[src/rtl/mmio_uart_tx.sv]
// rtl/mmio_uart_tx.sv - memory-mapped 8N1 UART transmitter with byte FIFO and status register.
// Define PARITY_EN to insert an even-parity bit between D7 and STOP (STATUS bit4 then reads 1).
module mmio_uart_tx #(
  parameter logic [31:0] BASE_ADDR    = 32'h0000_0400,
  parameter int          CLKS_PER_BIT = 16,
  parameter int          FIFO_DEPTH   = 8
) (
  input  logic        clk,
  input  logic        reset,
  input  logic        we,
  input  logic [31:0] a,
  input  logic [31:0] wd,
  output logic        sel,
  output logic [31:0] rd,
  output logic        tx
);

  localparam int AW = $clog2(FIFO_DEPTH);
  localparam int CW = (CLKS_PER_BIT > 1) ? $clog2(CLKS_PER_BIT) : 1;
`ifdef PARITY_EN
  localparam logic PAR_PRESENT = 1'b1;
`else
  localparam logic PAR_PRESENT = 1'b0;
`endif

  typedef enum logic [2:0] {S_IDLE, S_START, S_DATA, S_PARITY, S_STOP} state_t;
  state_t state, state_nx;

  logic [7:0]    mem [FIFO_DEPTH];
  logic [AW-1:0] wptr, rptr;
  logic [AW:0]   count;
  logic [CW-1:0] cnt, cnt_nx;
  logic [2:0]    idx, idx_nx;
  logic [7:0]    shift, shift_nx;
  logic          tx_nx, ovf, full, empty, busy;
  logic          push, accept, pop, ovf_clr, bit_end;
  logic          unused_bits;

  assign sel     = (a[31:3] == BASE_ADDR[31:3]);
  assign push    = we & sel & ~a[2];
  assign ovf_clr = we & sel & a[2] & wd[3];
  assign full    = (count == (AW+1)'(FIFO_DEPTH));
  assign empty   = (count == '0);
  assign busy    = (state != S_IDLE);
  // Full is sampled before the FSM pop, so a push while full drops even if a pop happens this edge.
  assign accept  = push & ~full;
  assign pop     = (state == S_IDLE) & ~empty;
  assign bit_end = (cnt == CW'(CLKS_PER_BIT - 1));

  assign rd = (sel & a[2]) ? {27'b0, PAR_PRESENT, ovf, empty, full, busy} : 32'b0;
  assign unused_bits = ^{a[1:0], wd[31:8]};

  always_ff @(posedge clk) begin
    if (accept) mem[wptr] <= wd[7:0];
  end

  always_ff @(posedge clk or posedge reset) begin
    if (reset) begin
      wptr  <= '0;
      rptr  <= '0;
      count <= '0;
      ovf   <= 1'b0;
    end else begin
      if (accept) wptr <= wptr + 1'b1;
      if (pop)    rptr <= rptr + 1'b1;
      case ({accept, pop})
        2'b10:   count <= count + 1'b1;
        2'b01:   count <= count - 1'b1;
        default: count <= count;
      endcase
      if (push & full)  ovf <= 1'b1;
      else if (ovf_clr) ovf <= 1'b0;
    end
  end

  always_ff @(posedge clk or posedge reset) begin
    if (reset) begin
      state <= S_IDLE;
      cnt   <= '0;
      idx   <= '0;
      shift <= '0;
      tx    <= 1'b1;
    end else begin
      state <= state_nx;
      cnt   <= cnt_nx;
      idx   <= idx_nx;
      shift <= shift_nx;
      tx    <= tx_nx;
    end
  end

  always_comb begin
    state_nx = state;
    case (state)
      S_IDLE:   if (!empty) state_nx = S_START;
      S_START:  if (bit_end) state_nx = S_DATA;
`ifdef PARITY_EN
      S_DATA:   if (bit_end && idx == 3'd7) state_nx = S_PARITY;
`else
      S_DATA:   if (bit_end && idx == 3'd7) state_nx = S_STOP;
`endif
      S_PARITY: if (bit_end) state_nx = S_STOP;
      S_STOP:   if (bit_end) state_nx = S_IDLE;
      default:  state_nx = S_IDLE;
    endcase
  end

  // tx is registered, so it is derived from the state/bit being entered on this edge.
  always_comb begin
    cnt_nx   = (state == S_IDLE || bit_end) ? '0 : cnt + 1'b1;
    idx_nx   = idx;
    if (state == S_START) idx_nx = 3'd0;
    else if (state == S_DATA && bit_end) idx_nx = idx + 1'b1;
    shift_nx = pop ? mem[rptr] : shift;
    case (state_nx)
      S_START:  tx_nx = 1'b0;
      S_DATA:   tx_nx = shift_nx[idx_nx];
      S_PARITY: tx_nx = ^shift_nx;
      default:  tx_nx = 1'b1;
    endcase
  end

endmodule

[config.mk]
export PLATFORM = sky130hd
export DESIGN_NAME = mmio_uart_tx
export DESIGN_NICKNAME = d
export VERILOG_FILES = /design/src/rtl/mmio_uart_tx.sv
export SDC_FILE = /design/constraint.sdc
export NUM_CORES = 1
export LEC_CHECK = 0
export ABC_AREA = 1
export BUFFER_PORTS_ARGS = -buffer_cell sky130_fd_sc_hd__buf_2
export CORE_MARGIN = 2
export CORE_UTILIZATION = 35
export CTS_CLUSTER_DIAMETER = 100
export DETAILED_ROUTE_END_ITERATION = 8
export MAX_ROUTING_LAYER = met4
export PLACE_DENSITY = 0.66
export SLEW_MARGIN = 10
export SYNTH_ARGS = -nofsm -noshare
export SYNTH_HDL_FRONTEND = slang
export SYNTH_SLANG_ARGS = --single-unit
[constraint.sdc]
create_clock -name clk -period 2.05 [get_ports clk]
set_clock_uncertainty 0.15 [all_clocks]
set_input_delay 0.1025 -clock clk [delete_from_list [all_inputs] [get_ports clk]]
set_output_delay 0.1025 -clock clk [all_outputs]
set_load 0.01 [all_outputs]
==> impl_metrics.json <==
{
  "outcome": "finished, violations left",
  "violations": "negative setup slack",
  "worst_ir_drop_vdd_mv": 0.4589,
  "drive_gt1_share_pct": 26.21,
  "cap_violations": 0,
  "root_buffer": "clkbuf_16",
  "num_rows": 43,
  "clockBufferDepth": 2,
  "io_pins": 101,
  "io_buffer_count": 46,
  "cp-end-kind": "flip-flop",
  "num-fill-cells": 1280,
  "finalHoldViolCount": 0,
  "die-area_um2": 14850,
  "drt_wl_total_um": 10080,
  "grt_pass1_vias": 3542,
  "final.setup.tns_ns": -0.03174,
  "start_util_pct": 35.43,
  "routed.top_layer": "met4",
  "dr_wl_met3_um": 526,
  "fin_crit_ns": 2.072,
  "yosysSeqAreaShare_pct": 55.01,
  "hpwl_um": 6942,
  "layout_setup_ws_ns": -0.02188,
  "syn_area_um2": 4861,
  "grt_pass1_wl_um": 16580,
  "finalSetupViolCount": 2,
  "max_clock_freq_mhz": 482.7,
  "dp.cells": 770,
  "hp-class": "in2reg",
  "ys_types": 38,
  "drv_slew": 0,
  "clock_latency_ns": 0.34,
  "die_w_um": 121.9,
  "drtPass1Iterations": 5,
  "die_y_um": 121.9,
  "rsz0062_at_grt": "true",
  "crit_required_ns": 2.17,
  "startpoint_type": "primary input",
  "wl_per_cell_um": 12.57,
  "timing.final.crit_share_pct": 101.1,
  "yosys_warnings": 0,
  "wl_met2_um": 5029,
  "fin_util_pct": 43.44,
  "synth_cells": 528,
  "antenna_found_initial": 0,
  "cts_made_buffers": 9,
  "final_cells": 802,
  "place.gp.congestion": 0.8734,
  "fin_nets": 692,
  "wl_met1_um": 4326,
  "remaining_drc_errors": 0,
  "core_area_um2": 13720,
  "grt_overflow": 0,
  "crit_path_max_fanout": 3,
  "synth_top_cell_by_area": "edfxtp_1",
  "leakagePower_nw": 2.687,
  "cts.sinks": 94,
  "avgViaCountPerCell": 4.506,
  "syn_avg_cell_area_um2": 9.206,
  "powerDensity_nw_per_um2": 711.9,
  "synthTopCellsByArea": "edfxtp_1 40%, dfrtp_1 15%, nand2_1 12%",
  "grt_max_degree": 31,
  "ys_ff_latch": 94,
  "diodes": 0,
  "pre_cts_ws_ns": -0.4135,
  "htree_levels": 3,
  "cp_data_arrival_time_ns": 2.19,
  "cts_tree": "yes",
  "grt_usage_pct": 14.84,
  "syn2layout_area_growth_pct": 22.60,
  "worstSetupPathType": "in2reg",
  "vias": 3614,
  "drtAntennaViolNets": 0,
  "initialDrtViolationCount": 150,
  "clk_pin_slew_ns": 0.06,
  "yosys.area.top_type_share_pct": 39.54,
  "finalHoldWorstSlack_ns": 0.1190
}
==> report_power, final <==
group	internal, mW	switching (mW)
logic	0.224	0.385
registers	2.09	0.0149
clock network	0.828	0.702
==> cell usage in the layout (no fill, tap or decap), drive strengths merged <==
cell         synthesis  layout
a211oi               1       1
a21oi                2       2
a31oi                1       1
and3                 1       1
buf                 40      79
clkbuf               0      11
clkinv               1       3
clkinvlp             0       2
conb                 1      28
dfrtp               29      29
dfstp                1       1
dlygate4sd3          0      11
edfxtp              64      64
ha                   8       8
inv                 68      70
nand2              162     162
nand3               59      59
nand3b               2       2
nand4                1       1
nor2                57      57
nor3                 2       2
nor4                 3       3
o21ai               11      11
o221ai               1       1
or2                  4       4
xnor2                5       5
xor2                 4       4
==> cells in the mapped netlist, drive strengths merged <==
cell type  count
a31oi          1
clkinv         1
a21oi          2
a211oi         1
nand3b         2
ha             8
buf           40
inv           68
nand2        162
nor2          57
or2            4
conb           1
nor4           3
nand3         59
dfstp          1
o21ai         11
o221ai         1
dfrtp         29
and3           1
nor3           2
edfxtp        64
xor2           4
xnor2          5
nand4          1
==> layer usage <==
layer / track usage (%) / up-vias
li1: - / 1807
met1: 17.56 / 1664
met2: 25.59 / 127
met3: 2.200 / 16
met4: 5.603 / 0
met5: - / -
==> final timing paths <==
| check | startpoint | to | slack, ns | depth (start not counted) |
|---|---|---|---|---|
| max | a[16] | count[3] | -0.02 | 16 |
| min | a[2] | ovf | 0.12 | 4 |
| max reg2reg | count[1] | count[2] | -0.01 | 14 |
| min reg2reg | cnt[0] | cnt[0] | 0.35 | 1 |
| max in group asynchronous | reset | tx | 1.20 | 4 |
| min in group asynchronous | reset | count[1] | 0.23 | 4 |
==> registers in the layout (all words and copies together) (netlist names) <==
name / count
cnt: 4
count: 4
idx: 3
mem: 64
ovf: 1
rptr: 3
shift: 8
state: 3
tx: 1
wptr: 3
==> final cells by class <==
type                    instances  area, µm²  share of cell area [%]
multi-input cells             352       1827                   30.65
flip-flops and latches         94       2674                   44.87
clock inverters                 6      45.04                  0.7558
clock buffers                  10      229.0                   3.842
well taps                     180      225.2                   3.779
inverters                      69      261.5                   4.388
repair buffers                 91      698.2                   11.72
==> metrics by stage <==
stage	power, mW	area, µm²
3_3_place_gp	2.705	5411
6_report	4.243	5959
5_1_grt	4.445	5959
4_1_cts	4.266	5819
2_1_floorplan	2.629	5005
3_5_place_dp	2.719	5411
==> critical path, cell delays in order <==
cell	delay, ns
buf_6	0.08
or2_0	0.21
nor4_1	0.26
and3_2	0.26
nand3b_4	0.10
nor2_4	0.10
inv_2	0.06
ha_4	0.18
nand2_4	0.08
inv_2	0.04
nor2_4	0.09
nand2_1	0.07
nor2_2	0.14
a31oi_1	0.07
a211oi_2	0.19
xor2_1	0.16
==> cell families after synthesis <==
family,Yosys count,synth area share (%)
AOI/OAI and AO/OA,16,1.802
buffers and inverters,109,12.10
DFF,94,55.01
xor gates and xnor gates,9,1.622
adders and majority gates,8,2.059
other,1,0.07715
and+or+nand+nor,291,27.34
==> what timing repair did <==
action	4_1_cts	5_1_grt
gates resized for setup	5	18
endpoints found under the hold margin	95	0
gates cloned	0	1
buffers inserted	1	3
endpoints found under the setup margin	2	4
hold buffers	11	0
pin swaps	0	6
No activity file was read; power rests on OpenSTA's default activity.
